<file path="config.mk">
export PLATFORM = sky130hd
export DESIGN_NAME = id_ex_stage
export DESIGN_NICKNAME = d
export VERILOG_FILES = /design/src/rtl/alu_pkg.sv /design/src/rtl/fwd_mux.sv /design/src/rtl/id_ex_stage.sv
export SDC_FILE = /design/constraint.sdc
export NUM_CORES = 1
export LEC_CHECK = 0
export CAP_MARGIN = 20
export CORE_MARGIN = 8
export CORE_UTILIZATION = 38
export DETAILED_ROUTE_END_ITERATION = 6
export PLACE_DENSITY = 0.78
export SKIP_LAST_GASP = 1
export SLEW_MARGIN = 25
export SYNTH_ARGS = -nofsm -noshare
export SYNTH_HDL_FRONTEND = slang
export SYNTH_SLANG_ARGS = --single-unit
</file>
<file path="constraint.sdc">
create_clock -name clk -period 10.4 [get_ports clk]
set_input_delay 2.08 -clock clk [delete_from_list [all_inputs] [get_ports clk]]
set_output_delay 2.08 -clock clk [all_outputs]
set_load 0.01 [all_outputs]
</file>
<file path="src/rtl/alu_pkg.sv">
// Shared ALU control encodings and datapath width defaults for the core.
// Imported by the ID/EX stage and its operand forwarding mux.
package alu_pkg;

  localparam int RW_DEF = 5;
  localparam int XW_DEF = 32;

  typedef enum logic [3:0] {
    ALU_ADD = 4'b0000,
    ALU_AND = 4'b0001,
    ALU_XOR = 4'b0010,
    ALU_SLL = 4'b0011,
    ALU_SUB = 4'b0100,
    ALU_OR  = 4'b0101,
    ALU_LUI = 4'b0110,
    ALU_SRL = 4'b0111,
    ALU_SRA = 4'b1111
  } alu_op_e;

endpackage

</file>
<file path="src/rtl/fwd_mux.sv">
// Resolves one source operand: the youngest in-flight writer wins over older
// ones, and the register file is the fallback. Register $0 is hardwired to zero.
module fwd_mux
  import alu_pkg::*;
#(
  parameter int RW = RW_DEF,
  parameter int XW = XW_DEF
) (
  input  logic [RW-1:0] src,
  input  logic [XW-1:0] reg_val,
  input  logic          ex_fwd_en,
  input  logic [RW-1:0] ex_rd,
  input  logic [XW-1:0] ex_alu_r,
  input  logic          mem_wreg,
  input  logic [RW-1:0] mem_rd,
  input  logic [XW-1:0] mem_data,
  input  logic          wb_wreg,
  input  logic [RW-1:0] wb_rd,
  input  logic [XW-1:0] wb_data,
  output logic [XW-1:0] fwd_val
);

  always_comb begin
    fwd_val = reg_val;
    if (src == '0) begin
      fwd_val = '0;
    end else if (ex_fwd_en && (ex_rd == src)) begin
      fwd_val = ex_alu_r;
    end else if (mem_wreg && (mem_rd == src)) begin
      fwd_val = mem_data;
    end else if (wb_wreg && (wb_rd == src)) begin
      fwd_val = wb_data;
    end
  end

endmodule

</file>
<file path="src/rtl/id_ex_stage.sv">
// ID/EX pipeline register: forwards source operands, builds the ALU a/b/aluc
// triple and inserts a one-cycle bubble on a load-use hazard.
module id_ex_stage
  import alu_pkg::*;
#(
  parameter int RW = RW_DEF,
  parameter int XW = XW_DEF
) (
  input  logic          clk,
  input  logic          rst,
  input  logic          id_valid,
  input  logic [RW-1:0] id_rs,
  input  logic [RW-1:0] id_rt,
  input  logic [RW-1:0] id_rd,
  input  logic          id_use_rs,
  input  logic          id_use_rt,
  input  logic [XW-1:0] id_rs_val,
  input  logic [XW-1:0] id_rt_val,
  input  logic [15:0]   id_imm16,
  input  logic [4:0]    id_shamt,
  input  logic [3:0]    id_aluc,
  input  logic          id_alu_src_imm,
  input  logic          id_imm_sext,
  input  logic          id_shift_imm,
  input  logic          id_wreg,
  input  logic          id_m2reg,
  input  logic          id_wmem,
  input  logic          flush,
  input  logic [XW-1:0] ex_alu_r,
  input  logic          mem_wreg,
  input  logic [RW-1:0] mem_rd,
  input  logic [XW-1:0] mem_data,
  input  logic          wb_wreg,
  input  logic [RW-1:0] wb_rd,
  input  logic [XW-1:0] wb_data,
  output logic          stall,
  output logic          ex_valid,
  output logic [XW-1:0] ex_a,
  output logic [XW-1:0] ex_b,
  output logic [3:0]    ex_aluc,
  output logic [RW-1:0] ex_rd,
  output logic          ex_wreg,
  output logic          ex_m2reg,
  output logic          ex_wmem,
  output logic [XW-1:0] ex_store_data
);

  logic          ex_fwd_en;
  logic [XW-1:0] fwd_rs;
  logic [XW-1:0] fwd_rt;
  logic [XW-1:0] imm_ext;
  logic [XW-1:0] op_a;
  logic [XW-1:0] op_b;
  logic          hz;
  logic          bubble;

  // A load in EX has no result yet, so only ALU-producing instructions forward from EX.
  assign ex_fwd_en = ex_valid & ex_wreg & ~ex_m2reg;

  fwd_mux #(.RW(RW), .XW(XW)) u_fwd_rs (
    .src       (id_rs),
    .reg_val   (id_rs_val),
    .ex_fwd_en (ex_fwd_en),
    .ex_rd     (ex_rd),
    .ex_alu_r  (ex_alu_r),
    .mem_wreg  (mem_wreg),
    .mem_rd    (mem_rd),
    .mem_data  (mem_data),
    .wb_wreg   (wb_wreg),
    .wb_rd     (wb_rd),
    .wb_data   (wb_data),
    .fwd_val   (fwd_rs)
  );

  fwd_mux #(.RW(RW), .XW(XW)) u_fwd_rt (
    .src       (id_rt),
    .reg_val   (id_rt_val),
    .ex_fwd_en (ex_fwd_en),
    .ex_rd     (ex_rd),
    .ex_alu_r  (ex_alu_r),
    .mem_wreg  (mem_wreg),
    .mem_rd    (mem_rd),
    .mem_data  (mem_data),
    .wb_wreg   (wb_wreg),
    .wb_rd     (wb_rd),
    .wb_data   (wb_data),
    .fwd_val   (fwd_rt)
  );

  assign imm_ext = id_imm_sext ? {{(XW-16){id_imm16[15]}}, id_imm16}
                               : {{(XW-16){1'b0}}, id_imm16};
  assign op_a    = id_shift_imm ? {{(XW-5){1'b0}}, id_shamt} : fwd_rs;
  assign op_b    = id_alu_src_imm ? imm_ext : fwd_rt;

  assign hz = id_valid & ex_valid & ex_m2reg & (ex_rd != '0) &
              ((id_use_rs & (ex_rd == id_rs)) | (id_use_rt & (ex_rd == id_rt)));

  // A redirect squashes the waiting instruction, so there is nothing to hold.
  assign stall  = hz & ~flush;
  assign bubble = ~id_valid | flush | hz;

  always_ff @(posedge clk or posedge rst) begin
    if (rst) begin
      ex_valid      <= 1'b0;
      ex_a          <= '0;
      ex_b          <= '0;
      ex_aluc       <= '0;
      ex_rd         <= '0;
      ex_wreg       <= 1'b0;
      ex_m2reg      <= 1'b0;
      ex_wmem       <= 1'b0;
      ex_store_data <= '0;
    end else if (bubble) begin
      ex_valid      <= 1'b0;
      ex_a          <= '0;
      ex_b          <= '0;
      ex_aluc       <= '0;
      ex_rd         <= '0;
      ex_wreg       <= 1'b0;
      ex_m2reg      <= 1'b0;
      ex_wmem       <= 1'b0;
      ex_store_data <= '0;
    end else begin
      ex_valid      <= 1'b1;
      ex_a          <= op_a;
      ex_b          <= op_b;
      ex_aluc       <= id_aluc;
      ex_rd         <= id_rd;
      ex_wreg       <= id_wreg;
      ex_m2reg      <= id_m2reg;
      ex_wmem       <= id_wmem;
      ex_store_data <= fwd_rt;
    end
  end

endmodule

</file>
Word-level counts from Yosys, hierarchy flattened

Cells that the tools add are included.

Equality and inequality tests: 6
Muxes and demuxes: 20
Bitwise operators: 15
Reduce and logical (&&, ||, !) cells: 9

Operator list:

| operator            | number |
|---|---|
| $mux W32            | 14 |
| $eq A5 B5 Y1        | 6 |
| $logic_not A5 Y1    | 2 |
| $and A1 B1 Y1       | 9 |
| $logic_and A1 B1 Y1 | 6 |
| $mux W5             | 1 |
| $reduce_bool A5 Y1  | 1 |
| $mux W1             | 4 |
| $mux W4             | 1 |
| $not A1 Y1          | 3 |
| $or A1 B1 Y1        | 3 |

Register bits: 109
Input port bits: 224
Word-level logic and storage cells: 59

Depth between registers and ports, before layout

Word-level depth: 8
Gate-level depth with buffers: 10

Cells and area by module

Synthesis repeated with hierarchy kept, for this count alone.

Cells, all modules: 824
Area total of the unflattened synthesis: 7,145.6 um^2

Modules (own cells, without submodules):

| module      | instances | cells each | area each (um^2) |
|---|---|---|---|
| id_ex_stage | 1         | 396        | 4,480.5 |
| fwd_mux     | 2         | 214        | 1,332.5 |

Worst setup path before layout

No wires, ideal clock.

Kind: input-to-output
Start: input id_rs[2]
End: output stall
Arrival time: 2.920 ns
Path slack: 5.400 ns
Stages on the path: 5
Buffers on the path: 0
Cell sequence: xor2_1 nor3_1 a2bb2o_1 nand2_2 nor2_1

Word-level cells in the longest chain between the ends: 5

Ends and longest elaborated chain:

| element         | RTL line          | text |
|---|---|---|
| start, declared | id_ex_stage.sv:12 | `input logic [RW-1:0] id_rs,` |
| $eq A5 B5 Y1    | id_ex_stage.sv:96 | `((id_use_rs & (ex_rd == id_rs)) \| (id_use_rt & (ex_rd == id_rt)));` |
| $and A1 B1 Y1   | id_ex_stage.sv:96 |  |
| $or A1 B1 Y1    | id_ex_stage.sv:96 |  |
| $and A1 B1 Y1   | id_ex_stage.sv:95 | `assign hz = id_valid & ex_valid & ex_m2reg & (ex_rd != '0) &` |
| $and A1 B1 Y1   | id_ex_stage.sv:99 | `assign stall = hz & ~flush;` |
| end, declared   | id_ex_stage.sv:36 | `output logic stall,` |

No other way between the ends.

Worst setup path after layout

Ends and elaborated chain as after synthesis.

==> results.md <==
- CTS Buf Count: 9
- Area occupied by multi-input gates: 0.00318 sq mm
- First DRT Iteration DRCs: 387
- Pre-antenna DRT Iters: 5
- Final min period: 6210 ps
- Slew @ Worst Pin: 1000 ps
- Static Leak: 4.60 nW
- Area Overhead vs Synth: 59.4%
- Core area: 0.0159 sq mm
- GP Congestion: 0.894
- M1 WL: 10800 um
- Ports: 334
- WS Path Type: input port to output pin
- Fin. Hold Viols: 0
- FF/Latch Area: 0.00273 sq mm
- Switch Pwr: 0.000264 W
- Cell-internal power: 0.000781 W
- TNS Setup: 0 ps
- FMAX: 0.161 GHz
- RSZ-0062 raised after global routing: false
- H-tree Lvls: 3
- Gate power share: 23.4%
- Top Layer Used: met4
- Largest net degree at the start of global routing: 61
- Synthesized net count: 891
- Min-delay src: ex_valid
- Syn Std Cell Area: 0.00620 sq mm
- R2R Path End: ex_store_data[0]
- Syn Inst Count: 667
- Port Buf Inserts: 333
- Synthesis Warnings: 0
- Power share of the sequential group: 42.8%
- R2r setup slk: 6970 ps
- Initial Utilization: 38.9%
- Area leader, netlist: dfrtp_1
- Max cap viols: 0
- Die Wd: 144 um
- Post-CTS setup buffer count: 0
- R2r startpoint: ex_rd[0]
- Critical Path Sink Type: output pin
- Post-DP HPWL: 20200 um
- Post-route cell area: 0.00989 sq mm
- Die height: 144 um
- Share of layout cells above drive strength 1: 3.81%
- Total GRT Usage: 26.4%
- Met2 Routed Length: 13200 um
- Top post-synthesis cells by count: dfrtp_1, nand2_1, nor2_1, a21oi_1, mux2i_1
- Ys flop type: dfrtp_1
- Clock-pin slew on the worst setup and hold paths: 70 ps
- CTS tree: built
- Post-CTS Resized: 0
- Top-count cell post-synth: dfrtp_1
- Crit-path max FO: 4
- Initial antenna violation count: 1
- WHS Path Cells: 5
- Largest cells by area after synthesis: dfrtp_1, mux2i_1, nand2_1
- Root buffer cell: clkbuf_16
- Clock Path Buffers: 2
- Vias in the first global route: 6901
- Sequential share of the synthesized area: 44.0%
- Final Cycle Share: 59.7%
- Dpl cell area: 0.00959 sq mm
- First-pass GRT wire length: 40900 um
- Post-synth top area share: 44.0%
- Slew margin rel.: 33.1%
- Pre-CTS WS: 4260 ps
- Net Sw Frac: 25.3%
- PwrDens: 106 mW/mm^2
- Worst Skew: 7.90 ps
- Hold Buf Count CTS: 0
- Vias/cell: 5.54
- Met3 wire length: 2830 um
- Die Footprint: 0.0207 sq mm
- Peak supply drop: 0.0762 mV
- Total Routed Length: 27800 um
- Crit path required time: 8320 ps
- Outcome: complete, no violations
- DRC viols: 0
- Setup violations, final: 0
- Fin. max-slew vios: 0
- Fillers: 1419
- Mean Syn Cell Area: 9.30 sq um
- Vias: 6584
- Number of flops mapped to enable cells by yosys: 0
- Global route total overflow: 0
- Clock sinks: 109
- PnR worst setup slack: 4190 ps
- Ys async rst share: 100%
- Worst EP arrival: 4130 ps
- WL/cell: 23.4 um
- Clk network pwr share: 33.9%
- FF-to-FF path depth: 9
- Layout Nets: 1191
- Worst setup SP type: input port
- Number of synthesized register bits: 109
- Post-route ant nets: 0
- Hold EP: ex_store_data[30]
- Worst-Skew Late Latency: 340 ps
- Worst Setup SP: id_rs[2]
- Rows: 46
- Yosys cell types: 45
- Hold crit path type: flop to flop
==> through the flow <==
| stage | util [%] | hold slack (ps) | power, W | std cells |
|---|---|---|---|---|
| 4_1_cts | 62.0 | 888 | 0.00106 | 1187 |
| 6_report | 62.0 | 888 | 0.00105 | 1188 |
| 3_3_place_gp | 60.1 | 878 | 0.000698 | 1172 |
| 5_1_grt | 62.0 | 948 | 0.00109 | 1188 |
| 2_1_floorplan | - | 801 | 0.000542 | 667 |
| 3_5_place_dp | 60.1 | 870 | 0.000700 | 1172 |
==> layout make-up <==
type	count	share of cell area, %
clock inverters	3	0.455
well taps	216	2.73
diodes	1	0.0253
repair buffers	342	34.3
flip-flops and latches	109	27.6
inverters	3	0.139
multi-input cells	502	32.1
clock buffers	12	2.59
==> worst max path at each step <==
stage            end  slack (ps)  cells past startpoint
4_1_cts        stall        4240                      7
3_3_place_gp   stall        4250                      7
2_1_floorplan  stall        5400                      5
5_1_grt        stall        4100                      7
3_5_place_dp   stall        4260                      7
6_report       stall        4190                      7
==> registers in the layout (all words and copies together), names as in the netlist <==
register	cells
ex_wmem	1
ex_store_data	32
ex_aluc	4
ex_a	32
ex_wreg	1
ex_valid	1
ex_b	32
ex_m2reg	1
ex_rd	5
==> power by group through the flow <==
stage | sequential, W | combinational [W] | clock (W)
2_1_floorplan | 0.000464 | 0.0000778 | 0
3_3_place_gp | 0.000455 | 0.000243 | 0
3_5_place_dp | 0.000456 | 0.000244 | 0
4_1_cts | 0.000447 | 0.000245 | 0.000363
5_1_grt | 0.000449 | 0.000261 | 0.000379
6_report | 0.000447 | 0.000244 | 0.000354
==> worst max-delay path, cell delays in order <==
cell,delay (ps)
clkdlybuf4s50_1,510
xor2_1,210
nor3_1,360
a2bb2o_1,230
nand2_2,80
nor2_1,110
clkdlybuf4s50_1,550
==> cell families (layout without fill, tap and decap cells) <==
family                 count (synthesis)  count (layout)  share of synthesized area, %
AND/OR/NAND/NOR                      231             231                          17.4
AO/OA/AOI/OAI                        192             192                          21.4
flip-flops                           109             109                          44.0
buffers and inverters                 56             360                          5.08
multiplexers                          49              49                          7.91
XOR/XNOR                              30              30                          4.24
other                                  0               1                             0
==> layout by cell type, fill, tap and decap left out, types with 13 or more instances in the layout <==
cell type and instances:
mux2i_1 49, nand3_1 21, a21oi_1 49, a211o_1 22, a311oi_1 14, nand2_1 79, o311a_1 14, nor2_1 61
xor2_1 17, and2_1 13, and3_1 17, a21o_1 27, clkdlybuf4s50_1 332, nor3_1 22, o21ai_0 37, a311o_1 14
xnor2_1 13, dfrtp_1 109
==> metal layers <==
layer,vias to the layer above,GRT usage [%]
li1,3004,-
met1,3140,30.9
met2,384,43.3
met3,56,8.63
met4,0,12.1
met5,-,0
Power figures use the tool's default switching activity.
